File: src/rtl/imem_loader_pkg.sv
// Shared types and constants for the instruction-memory boot loader.
// IMEM_LOADER_CHECKSUM_EN adds the CHECK state used for the trailing checksum byte.
package imem_loader_pkg;

  localparam int unsigned BYTE_IDX_W        = 2;
  localparam int unsigned LEN_W             = 16;
  localparam logic [7:0]  SYNC_BYTE_DEFAULT = 8'hA5;

  typedef enum logic [2:0] {
    ST_IDLE   = 3'd0,
    ST_LEN_LO = 3'd1,
    ST_LEN_HI = 3'd2,
    ST_DATA   = 3'd3,
    ST_WRITE  = 3'd4,
    ST_DONE   = 3'd5,
    ST_ERROR  = 3'd6
`ifdef IMEM_LOADER_CHECKSUM_EN
    , ST_CHECK = 3'd7
`endif
  } state_e;

  // States in which the inter-byte timeout is allowed to advance.
  function automatic logic is_timed(input state_e s);
    logic timed;
    timed = (s == ST_LEN_LO) || (s == ST_LEN_HI) || (s == ST_DATA);
`ifdef IMEM_LOADER_CHECKSUM_EN
    timed = timed || (s == ST_CHECK);
`endif
    return timed;
  endfunction

endpackage

File: src/rtl/imem_loader_timeout.sv
// Inter-byte watchdog: counts enabled cycles since the last clear and flags
// expiry once TIMEOUT_CYCLES-1 is reached (the count then holds).
module loader_timeout #(
  parameter int unsigned TIMEOUT_CYCLES = 100000
) (
  input  logic clk,
  input  logic rst_n,
  input  logic clr,
  input  logic en,
  output logic expired_c
);

  localparam int unsigned   CNT_W = (TIMEOUT_CYCLES > 2) ? $clog2(TIMEOUT_CYCLES) : 1;
  localparam logic [CNT_W-1:0] LAST = CNT_W'(TIMEOUT_CYCLES - 1);

  logic [CNT_W-1:0] count;

  always_ff @(posedge clk) begin
    if (!rst_n) begin
      count <= '0;
    end else if (clr) begin
      count <= '0;
    end else if (en && (count != LAST)) begin
      count <= count + CNT_W'(1);
    end
  end

  assign expired_c = (count == LAST);

endmodule

File: src/rtl/imem_loader.sv
// Boot loader: frames A5 | len_lo len_hi | words (LSB first) into instruction memory.
// Define IMEM_LOADER_CHECKSUM_EN to require a trailing mod-256 checksum byte.
module imem_loader
  import imem_loader_pkg::*;
#(
  parameter int unsigned ADDR_W         = 8,
  parameter logic [7:0]  SYNC_BYTE      = SYNC_BYTE_DEFAULT,
  parameter int unsigned TIMEOUT_CYCLES = 100000
) (
  input  logic              clk,
  input  logic              Reset,
  input  logic [7:0]        RxData,
  input  logic              RxValid,
  output logic              RxReady,
  output logic              MemWE,
  output logic [ADDR_W-1:0] MemAddr,
  output logic [31:0]       MemData,
  output logic              CpuHold,
  output logic              Done,
  output logic              Error,
  output logic [LEN_W-1:0]  WordCount
);

  localparam int unsigned MAX_WORDS = 1 << ADDR_W;

  state_e                state_q, state_d;
  logic [BYTE_IDX_W-1:0] idx_q, idx_d;
  logic [LEN_W-1:0]      len_q, len_d;
  logic [23:0]           word_q, word_d;
  logic                  we_q, we_d;
  logic [ADDR_W-1:0]     addr_q, addr_d;
  logic [31:0]           data_q, data_d;
  logic                  hold_q, hold_d;
  logic                  done_q, done_d;
  logic                  err_q, err_d;
  logic [LEN_W-1:0]      count_q, count_d;
  logic                  ready_q, ready_d;

  logic                  accept;
  logic                  expired_c;
  logic                  fin, go_done, go_err;
  logic [LEN_W-1:0]      len_n;
  logic [31:0]           word_n;

  assign accept = RxValid & ready_q;
  assign len_n  = {RxData, len_q[7:0]};
  assign word_n = {RxData, word_q};

  // Every accepted byte restarts the watchdog, including the SYNC that opens LEN_LO.
  loader_timeout #(
    .TIMEOUT_CYCLES(TIMEOUT_CYCLES)
  ) u_timeout (
    .clk      (clk),
    .rst_n    (Reset),
    .clr      (accept),
    .en       (is_timed(state_q)),
    .expired_c(expired_c)
  );

`ifdef IMEM_LOADER_CHECKSUM_EN
  logic [7:0] sum_q;

  // Running sum of length and data bytes; cleared whenever no frame is open.
  always_ff @(posedge clk) begin
    if (!Reset) begin
      sum_q <= '0;
    end else if ((state_q == ST_IDLE) || (state_q == ST_DONE) || (state_q == ST_ERROR)) begin
      sum_q <= '0;
    end else if (accept && ((state_q == ST_LEN_LO) || (state_q == ST_LEN_HI) ||
                            (state_q == ST_DATA))) begin
      sum_q <= sum_q + RxData;
    end
  end
`endif

  always_comb begin
    state_d = state_q;
    idx_d   = idx_q;
    len_d   = len_q;
    word_d  = word_q;
    we_d    = 1'b0;
    addr_d  = addr_q;
    data_d  = data_q;
    hold_d  = hold_q;
    done_d  = done_q;
    err_d   = err_q;
    count_d = count_q;
    fin     = 1'b0;
    go_done = 1'b0;
    go_err  = 1'b0;

    case (state_q)
      ST_IDLE, ST_DONE, ST_ERROR: begin
        if (accept && (RxData == SYNC_BYTE)) begin
          state_d = ST_LEN_LO;
          hold_d  = 1'b1;
          done_d  = 1'b0;
          err_d   = 1'b0;
          count_d = '0;
          idx_d   = '0;
        end
      end
      ST_LEN_LO: begin
        if (accept) begin
          len_d[7:0] = RxData;
          state_d    = ST_LEN_HI;
        end
      end
      ST_LEN_HI: begin
        if (accept) begin
          len_d = len_n;
          idx_d = '0;
          if (len_n == '0) begin
            fin = 1'b1;
          end else if (32'(len_n) > MAX_WORDS) begin
            go_err = 1'b1;
          end else begin
            state_d = ST_DATA;
          end
        end
      end
      ST_DATA: begin
        if (accept) begin
          word_d = word_n[31:8];
          if (idx_q == BYTE_IDX_W'(3)) begin
            state_d = ST_WRITE;
            we_d    = 1'b1;
            addr_d  = ADDR_W'(count_q);
            data_d  = word_n;
          end else begin
            idx_d = idx_q + BYTE_IDX_W'(1);
          end
        end
      end
      ST_WRITE: begin
        count_d = count_q + LEN_W'(1);
        idx_d   = '0;
        if ((count_q + LEN_W'(1)) == len_q) begin
          fin = 1'b1;
        end else begin
          state_d = ST_DATA;
        end
      end
`ifdef IMEM_LOADER_CHECKSUM_EN
      ST_CHECK: begin
        if (accept) begin
          if (RxData == sum_q) go_done = 1'b1;
          else                 go_err  = 1'b1;
        end
      end
`endif
      default: state_d = ST_IDLE;
    endcase

    if (is_timed(state_q) && !accept && expired_c) go_err = 1'b1;

    if (fin) begin
`ifdef IMEM_LOADER_CHECKSUM_EN
      state_d = ST_CHECK;
`else
      go_done = 1'b1;
`endif
    end

    if (go_done) begin
      state_d = ST_DONE;
      hold_d  = 1'b0;
      done_d  = 1'b1;
    end
    if (go_err) begin
      state_d = ST_ERROR;
      hold_d  = 1'b1;
      err_d   = 1'b1;
    end

    ready_d = (state_d != ST_WRITE);
  end

  always_ff @(posedge clk) begin
    if (!Reset) begin
      state_q <= ST_IDLE;
      idx_q   <= '0;
      len_q   <= '0;
      word_q  <= '0;
      we_q    <= 1'b0;
      addr_q  <= '0;
      data_q  <= '0;
      hold_q  <= 1'b0;
      done_q  <= 1'b0;
      err_q   <= 1'b0;
      count_q <= '0;
      ready_q <= 1'b0;
    end else begin
      state_q <= state_d;
      idx_q   <= idx_d;
      len_q   <= len_d;
      word_q  <= word_d;
      we_q    <= we_d;
      addr_q  <= addr_d;
      data_q  <= data_d;
      hold_q  <= hold_d;
      done_q  <= done_d;
      err_q   <= err_d;
      count_q <= count_d;
      ready_q <= ready_d;
    end
  end

  assign RxReady   = ready_q;
  assign MemWE     = we_q;
  assign MemAddr   = addr_q;
  assign MemData   = data_q;
  assign CpuHold   = hold_q;
  assign Done      = done_q;
  assign Error     = err_q;
  assign WordCount = count_q;

endmodule

File: config.mk
export PLATFORM = sky130hd
export DESIGN_NAME = imem_loader
export DESIGN_NICKNAME = d
export VERILOG_FILES = /design/src/rtl/imem_loader_pkg.sv /design/src/rtl/imem_loader_timeout.sv /design/src/rtl/imem_loader.sv
export SDC_FILE = /design/constraint.sdc
export NUM_CORES = 1
export LEC_CHECK = 0
export CORE_AREA = 2 2 125 127
export CTS_CLUSTER_DIAMETER = 30
export CTS_CLUSTER_SIZE = 28
export DETAILED_ROUTE_END_ITERATION = 8
export DIE_AREA = 0 0 127 129
export SLEW_MARGIN = 15
export SYNTH_ARGS = -nofsm -noshare
export SYNTH_HDL_FRONTEND = slang
export SYNTH_SLANG_ARGS = --single-unit
File: constraint.sdc
create_clock -name clk -period 3.21 [get_ports clk]
set_input_delay 0.4815 -clock clk [delete_from_list [all_inputs] [get_ports clk]]
set_output_delay 0.4815 -clock clk [all_outputs]
set_load 0.02 [all_outputs]
Word level (Yosys, flattened, before mapping):

Index checks and enable logic that the tools add are counted.

* bits in registers: 123
* input bits: 11
* output and inout port bits: 61
* logic and storage cells: 105

* add/subtract/negate cells: 3
* order comparisons: 1
* equality and inequality tests: 16
* muxes and demuxes: 39
* bitwise gates (word level): 3
* reductions and logical operators: 29

Operators with widths (count)
* $pmux W16 S2: 1
* $mux W3: 10
* $mux W1: 18
* $add A17 B1 Y17 const B: 1
* $eq A17 B17 Y1 const B: 1
* $ne A17 B17 Y1 const B: 1
* $add A16 B1 Y16 const B: 1
* $eq A16 B16 Y1: 1
* $gt A16 B9 Y1 const B: 1
* $logic_not A16 Y1: 1
* $mux W16: 1
* $pmux W8 S2: 1
* $pmux W3 S5: 1
* $reduce_and A2 Y1: 6
* $reduce_bool A2 Y1: 5
* $eq A3 B3 Y1 const B: 3
* $reduce_and A3 Y1: 3
* $eq A8 B8 Y1 const B: 1
* $mux W2: 4
* $mux W8: 1
* $ne A2 B2 Y1 const B: 4
* $pmux W2 S4: 1
* $eq A3 B2 Y1 const B: 2
* $reduce_bool A3 Y1: 2
* other kinds (15): 20

Logic depth before layout (Yosys ltp):

Gate-level depths: netlist of the first run.

* depth after elaboration: 8
* gate-level depth with buffers: 9
* mapped depth without buffers: 8

Cells and area by module:

A second synthesis of the first run with hierarchy kept.

* cell total of the unflattened synthesis: 689
* area total of the unflattened synthesis: 5545.3 sq um

By module, submodules not included
* imem_loader: instances 1, cells an instance 583, area each 4595.7 sq um, sequential area each 2122.0 sq um
* loader_timeout: instances 1, cells an instance 106, area each 949.7 sq um, sequential area each 340.3 sq um

Worst setup path after synthesis of the first run:

OpenSTA, ideal clock, no wires.

* path type: input-to-reg
* start point: input RxData[6]
* end point: register ready_q, in the netlist RxReady
* data arrival time: 2507 ps
* setup slack: 589 ps
* stages on the path: 7
* cell sequence: or4_4 -> or4_4 -> o21a_1 -> o211a_1 -> or3_1 -> o22a_1 -> a21o_1

* cells in the longest elaborated chain, start to end: 8
* elaborated cells between the ends (all ways): 21
* those cells by class: 1 x order compare; 2 x eq/ne; 16 x mux; 2 x reduce/logical

RTL lines
* start: declaration: RTL line imem_loader.sv:12 `input logic [7:0] RxData,`
* $gt A16 B9 Y1 / $logic_not A16 Y1 (equally long branches): RTL line imem_loader.sv:115, imem_loader.sv:113
* $mux W3 (tied with other cells): RTL line imem_loader.sv:115 `end else if (32'(len_n) > MAX_WORDS) begin`
* $mux W3 (tied with other cells): RTL line imem_loader.sv:113 `if (len_n == '0) begin`
* $mux W3 (tied with other cells): RTL line imem_loader.sv:110 `if (accept) begin`
* $pmux W3 S5 (tied with other cells): RTL line imem_loader.sv:92 `case (state_q)`
* $mux W3 / $mux W1 (equally long branches): RTL line imem_loader.sv:165, imem_loader.sv:155
* $mux W3 *: RTL line imem_loader.sv:170 `if (go_err) begin`
* $ne A3 B3 Y1 *: RTL line imem_loader.sv:176 `ready_d = (state_d != ST_WRITE);`
* end signal: assignment: RTL line imem_loader.sv:205 `ready_q <= ready_d;`
* end: declaration: RTL line imem_loader.sv:37 `logic ready_q, ready_d;`

Mark *: on every way between the ends. The rest lies on a longest branch, timed or not.
A chain may end at the register's enable or synchronous reset.

Final worst setup path of the first run:

Ends and elaborated chain as after synthesis.

==> flow_summary.toml, run 1 <==
[timing]
finalWorstSetupSlack_ns = 0.417
setup_viol = 0
rsz0062_at_grt = "false"
report.final.slew_viol_count = 0
fin_hold_ws_ns = 0.462
worstMarginPinSlew_ns = 0.832
skew_ns = 0.00750
max_freq_ghz = 0.358
finalCriticalPeriod_ns = 2.79
timing.final.crit_share_pct = 87.0
report.final.hold_viol_count = 0
slew_headroom_pct = 44.4

[critical_path]
critPathArrivalTime_ns = 3.11
cp_max_fo = 3
critical_path_class = "in -> reg"
setup.worst_path.start_class = "input pin"
crit_slowest_cell = "or4_4"
cpPeakStageDelay_ns = 0.58
cp-end-kind = "register"
cpMostUsedCell = "or4_4"
worst_ep_required_time_ns = 3.53
path_cells = "clkdlybuf4s50_1 > or4_4 > or4_4 > o21a_1 > o211a_1 > or3_1 > o22a_1 > a21o_1"

[clocking]
clock-sinks = 123
clk_latency_ns = 0.42
postCtsSetupRepairBufs = 0
numCtsBuffers = 17
clkSlewWorstSetupHoldPaths_ns = 0.06
cts_tree = "done"
cts_hold_buf = 0
cts_root_buf = "clkbuf_16"
cts_buffer_depth = 2
ctsResizeCount = 0
htreeDepth = 4

[run_status]
status = "completed"

[placed_design]
dp_hpwl_mm = 10.7
port_buffers = 71
gp_congestion = 0.916
placed_area_um2 = 6830
dp_slack_ns = -0.00581

[pwr]
ir_drop_mv = 0.337
p_leak_nw = 2.69
cellPowerDensity_nw_per_um2 = 487

[synth]
synth_ff_type = "dfxtp_1"
syn-mean-instance-area_um2 = 8.09
async_reset_ff_share_pct = 0
ys_seq_area_share_pct = 41.8
ys_types = 56
synth_area_um2 = 5900
syn_inst = 729
synth_edf_count = 0
syn-num-nets = 743
ys_warn_count = 0
ys_ff_latch = 123

[floorplan]
fp.dieH_um = 129
ios = 72
die_x_um = 127
fp.dieArea_um2 = 16400
rows = 45
core_um2 = 15000
start_util_pct = 39.4

[hold_path]
hp-class = "reg -> reg"

[drt]
drtIter0Drc = 366
wl_mm = 15.6
post_drt_wl_per_cell_um = 15.6
dr_total_vias = 5298
ant_nets = 0
vias_per_cell = 5.33
route.detailed.drc = 0
firstDrtPassIters = 7

[final_layout]
drive_above_1_share_pct = 7.94
fillers = 1426
post-route-util_pct = 49.8
layout_commonest_cell = "nand2_1"
final_cell_mix = "nand2_1, dfxtp_1, a21boi_0, clkdlybuf4s50_1, nor2_1"
fin_area_um2 = 7460
num_antenna_cells = 0
nets = 807
areaGrowthSynthToFinish_pct = 26.6

[grt]
grt-ovfl-total = 0
grt_antenna_before_repair = 0
track_usage_pct = 19.7
grt_pass1_vias = 5008
grt_pass1_wl_mm = 25.7
grt_max_degree = 88

[flow_run]
maxCapViolations = 0
==> flip-flops by register name, indices dropped and copies added (netlist names) <==
signal / count
Done: 1
MemAddr: 8
word_q: 24
MemWE: 1
WordCount: 16
len_q: 16
u_timeout.count: 17
state_q: 3
MemData: 32
RxReady: 1
CpuHold: 1
Error: 1
idx_q: 2
==> worst max-delay path, delay by kind of cell <==
| kind | cells | cell delay [ns] |
|---|---|---|
| compound gates | 4 | 0.78 |
| buf+inv | 1 | 0.46 |
| simple gates | 3 | 1.39 |
==> cells in the mapped netlist, drive strengths merged, types with 3 or more instances <==
master,count,area share [%]
nor2b,27,2.9
or4,6,0.95
a21boi,71,9.0
or3,8,0.87
nand2b,3,0.32
clkbuf,50,3.2
o211ai,3,0.38
o21ai,28,2.4
nor3,15,1.3
nor4,8,0.95
dfxtp,123,42
and3,12,1.3
inv,3,0.19
a21oi,20,1.7
mux2i,20,3.4
a31oi,5,0.53
xor2,18,2.7
xnor2,17,2.5
nand4,17,1.8
nand3,23,2.0
or2,3,0.32
nor2,34,2.2
nand2,163,10
a21o,3,0.38
o21a,7,0.89
ha,3,0.64
and2,10,1.1
==> where the power goes <==
| group | internal [W] | total [W] | switching, W | leakage (nW) |
|---|---|---|---|---|
| Sequential | 0.00153 | 0.00153 | 0.000000952 | 0.990 |
| Combinational | 0.0000356 | 0.0000775 | 0.0000419 | 1.39 |
| Clock | 0.00129 | 0.00203 | 0.000731 | 0.302 |
| Total | 0.00286 | 0.00363 | 0.000774 | 2.69 |
==> cell families (layout without fill, tap and decap cells) <==
kind of cell / count (synthesis) / in the layout / share of synthesized area (%)
multiplexers: 20 / 20 / 3.40
AND/OR/NAND/NOR: 337 / 337 / 27.4
AO/OA/AOI/OAI: 157 / 157 / 18.2
XOR/XNOR: 35 / 35 / 5.20
flip-flops: 123 / 123 / 41.8
buffers and inverters: 54 / 131 / 3.46
adder cells (fa/ha/maj): 3 / 3 / 0.637
==> per-stage QoR <==
step                      setup TNS (ns)  total power [W]  cells
after floorplan                        0          0.00160    729
after global placement          -0.00451          0.00164    962
after detailed placement        -0.00581          0.00164    962
after CTS                              0          0.00366    994
after global routing                   0          0.00375    994
final                                  0          0.00363    994
==> cell type report <==
cell class              instances  area (um^2)  area share [%]
repair buffers                 96          893            12.0
clock inverters                11          160            2.15
multi-input cells             552         3230            43.3
clock buffers                  21          470            6.30
flip-flops and latches        123         2460            33.0
inverters                       3         11.3           0.151
well taps                     188          235            3.15
==> worst paths after layout <==
| check | start | endpoint | slack [ns] | cells past startpoint |
|---|---|---|---|---|
| max reg2reg | WordCount[5] | RxReady | 0.45 | 7 |
| max | RxData[6] | RxReady | 0.42 | 8 |
| min reg2reg | MemData[6] | MemData[6] | 0.46 | 2 |
| min | MemData[6] | MemData[6] | 0.46 | 2 |
==> routing by layer <==
layer / up-vias / global-route usage, % / wire (um) / share of wire, %
met5: - / 0 / 0 / 0
met4: 0 / 7.82 / 292 / 1.9
met3: 21 / 4.28 / 618 / 4.0
met2: 126 / 31.0 / 7110 / 46
met1: 2502 / 26.4 / 7530 / 48
li1: 2649 / - / - / -
(Power assumes the default switching activity.)
==> inputs of run 2 (changes only) <==
--- a/config.mk
+++ b/config.mk
@@ -10,6 +10,8 @@
 export CTS_CLUSTER_SIZE = 28
 export DETAILED_ROUTE_END_ITERATION = 8
 export DIE_AREA = 0 0 127 129
+export RECOVER_POWER = 100
+export REMOVE_ABC_BUFFERS = 1
 export SLEW_MARGIN = 15
 export SYNTH_ARGS = -nofsm -noshare
 export SYNTH_HDL_FRONTEND = slang
==> flow_summary.toml, run 2 (synthesis results as in run 1) <==
[floorplan]
ios = 72
fp.dieH_um = 129
die_x_um = 127
start_util_pct = 39.4
fp.dieArea_um2 = 16400
core_um2 = 15000
rows = 45

[drt]
vias_per_cell = 5.38
post_drt_wl_per_cell_um = 15.1
drtIter0Drc = 406
dr_total_vias = 5338
route.detailed.drc = 0
firstDrtPassIters = 7
wl_mm = 15.0
ant_nets = 0

[final_layout]
nets = 806
largest_register_ffs = 32
areaGrowthSynthToFinish_pct = 25.3
drive_above_1_share_pct = 6.83
final_cell_mix = "nand2_1, dfxtp_1, a21boi_0, dlygate4sd3_1, nor2_1"
finalNonFillerCells = 993
layout_commonest_cell = "nand2_1"
num_antenna_cells = 0

[grt]
track_usage_pct = 19.1
grt-ovfl-total = 0
grt_antenna_before_repair = 0
grt_max_degree = 90
grt_pass1_wl_mm = 25.2
grt_pass1_vias = 5185

[timing]
finalWorstSetupSlack_ns = 0.331
report.final.slew_viol_count = 0
worstMarginPinSlew_ns = 0.888
finalCriticalPeriod_ns = 2.88
setup_viol = 0
report.final.hold_viol_count = 0
slew_headroom_pct = 40.8
rsz0062_at_grt = "false"
fin_hold_ws_ns = 0.457
max_freq_ghz = 0.347
tns_ns = 0
skew_ns = 0.00881
timing.final.crit_share_pct = 89.7

[pwr]
clock_power_share_pct = 54.1
seqPwrFrac_pct = 43.8
switchingPower_w = 0.000700
p_leak_nw = 2.87
combPwrFrac_pct = 2.2
cellPowerDensity_nw_per_um2 = 473
power.internal_w = 0.00279
p_sw_share_pct = 20.0
ir_drop_mv = 0.312

[clocking]
cts_buffer_depth = 2
clk_latency_ns = 0.42
postCtsSetupRepairBufs = 0
cts_root_buf = "clkbuf_16"
htreeDepth = 4
numCtsBuffers = 17
clkSlewWorstSetupHoldPaths_ns = 0.05
cts_hold_buf = 0
cts_tree = "done"
ctsResizeCount = 0
clock-sinks = 123

[critical_path]
cp_max_fo = 3
setup.worst_path.start_class = "input pin"
r2r_cells = 9
critical_path_class = "in -> reg"
critPathArrivalTime_ns = 3.19
cp-end-kind = "register"
worst_ep_required_time_ns = 3.52

[hold_path]
hp-class = "reg -> reg"
hold_depth = 2

[placed_design]
dp_slack_ns = 0.0186
gp_congestion = 0.878
dp_hpwl_mm = 10.4
place_inst = 961
port_buffers = 71

[flow_run]
maxCapViolations = 0

[run_status]
status = "completed"
run 2: final timing paths:
path | start | endpoint | slack [ns]
hold / removal | MemAddr[0] | MemAddr[0] | 0.46
setup / recovery | RxData[1] | RxReady | 0.33
hold reg to reg | MemAddr[0] | MemAddr[0] | 0.46
setup reg to reg | WordCount[0] | RxReady | 0.42
run 2: cell type report:
type	instances	area, um^2
Fill cell	1462	7590
Multi-Input combinational cell	552	3230
Clock inverter	9	120
Clock buffer	23	458
Tap cell	188	235
Timing Repair Buffer	95	872
Inverter	3	11.3
Sequential cell	123	2460
run 2: through the flow:
step | power, W | area (um^2) | util (%)
2_1_floorplan | 0.00159 | 5700 | -
3_3_place_gp | 0.00164 | 6820 | 45.6
3_5_place_dp | 0.00164 | 6820 | 45.6
4_1_cts | 0.00353 | 7400 | 49.4
5_1_grt | 0.00360 | 7380 | 49.3
6_report | 0.00349 | 7380 | 49.3
run 2: worst max-delay path, cell delays in order:
cell and delay, ns:
dlygate4sd3_1 0.59, or4_1 0.53, or4_4 0.45, o21a_1 0.21, o211a_1 0.23, or3_1 0.36, o22a_1 0.18, a21o_1 0.15
run 2: per-layer routing:
layer / part of all wire, % / vias up / global-route usage [%]
met5: 0 / - / 0
met4: 2.4 / 0 / 8.92
met3: 3.2 / 30 / 4.37
met2: 49 / 107 / 32.6
met1: 45 / 2561 / 22.9
li1: - / 2640 / -
run 2: power groups by stage:
stage	clock (W)	combinational, W	sequential (W)
2_1_floorplan	0	0.0000227	0.00156
6_report	0.00189	0.0000760	0.00153
5_1_grt	0.00199	0.0000810	0.00153
3_5_place_dp	0	0.0000778	0.00156
3_3_place_gp	0	0.0000776	0.00156
4_1_cts	0.00192	0.0000780	0.00153
==> inputs of run 3 (changes only) <==
--- a/config.mk
+++ b/config.mk
@@ -12,6 +12,7 @@
 export DIE_AREA = 0 0 127 129
 export RECOVER_POWER = 100
 export REMOVE_ABC_BUFFERS = 1
+export SETUP_SLACK_MARGIN = 0.02
 export SLEW_MARGIN = 15
 export SYNTH_ARGS = -nofsm -noshare
 export SYNTH_HDL_FRONTEND = slang
==> results of run 3 <==
Same layout as run 2: the final DEF is identical, and so are final timing and power.
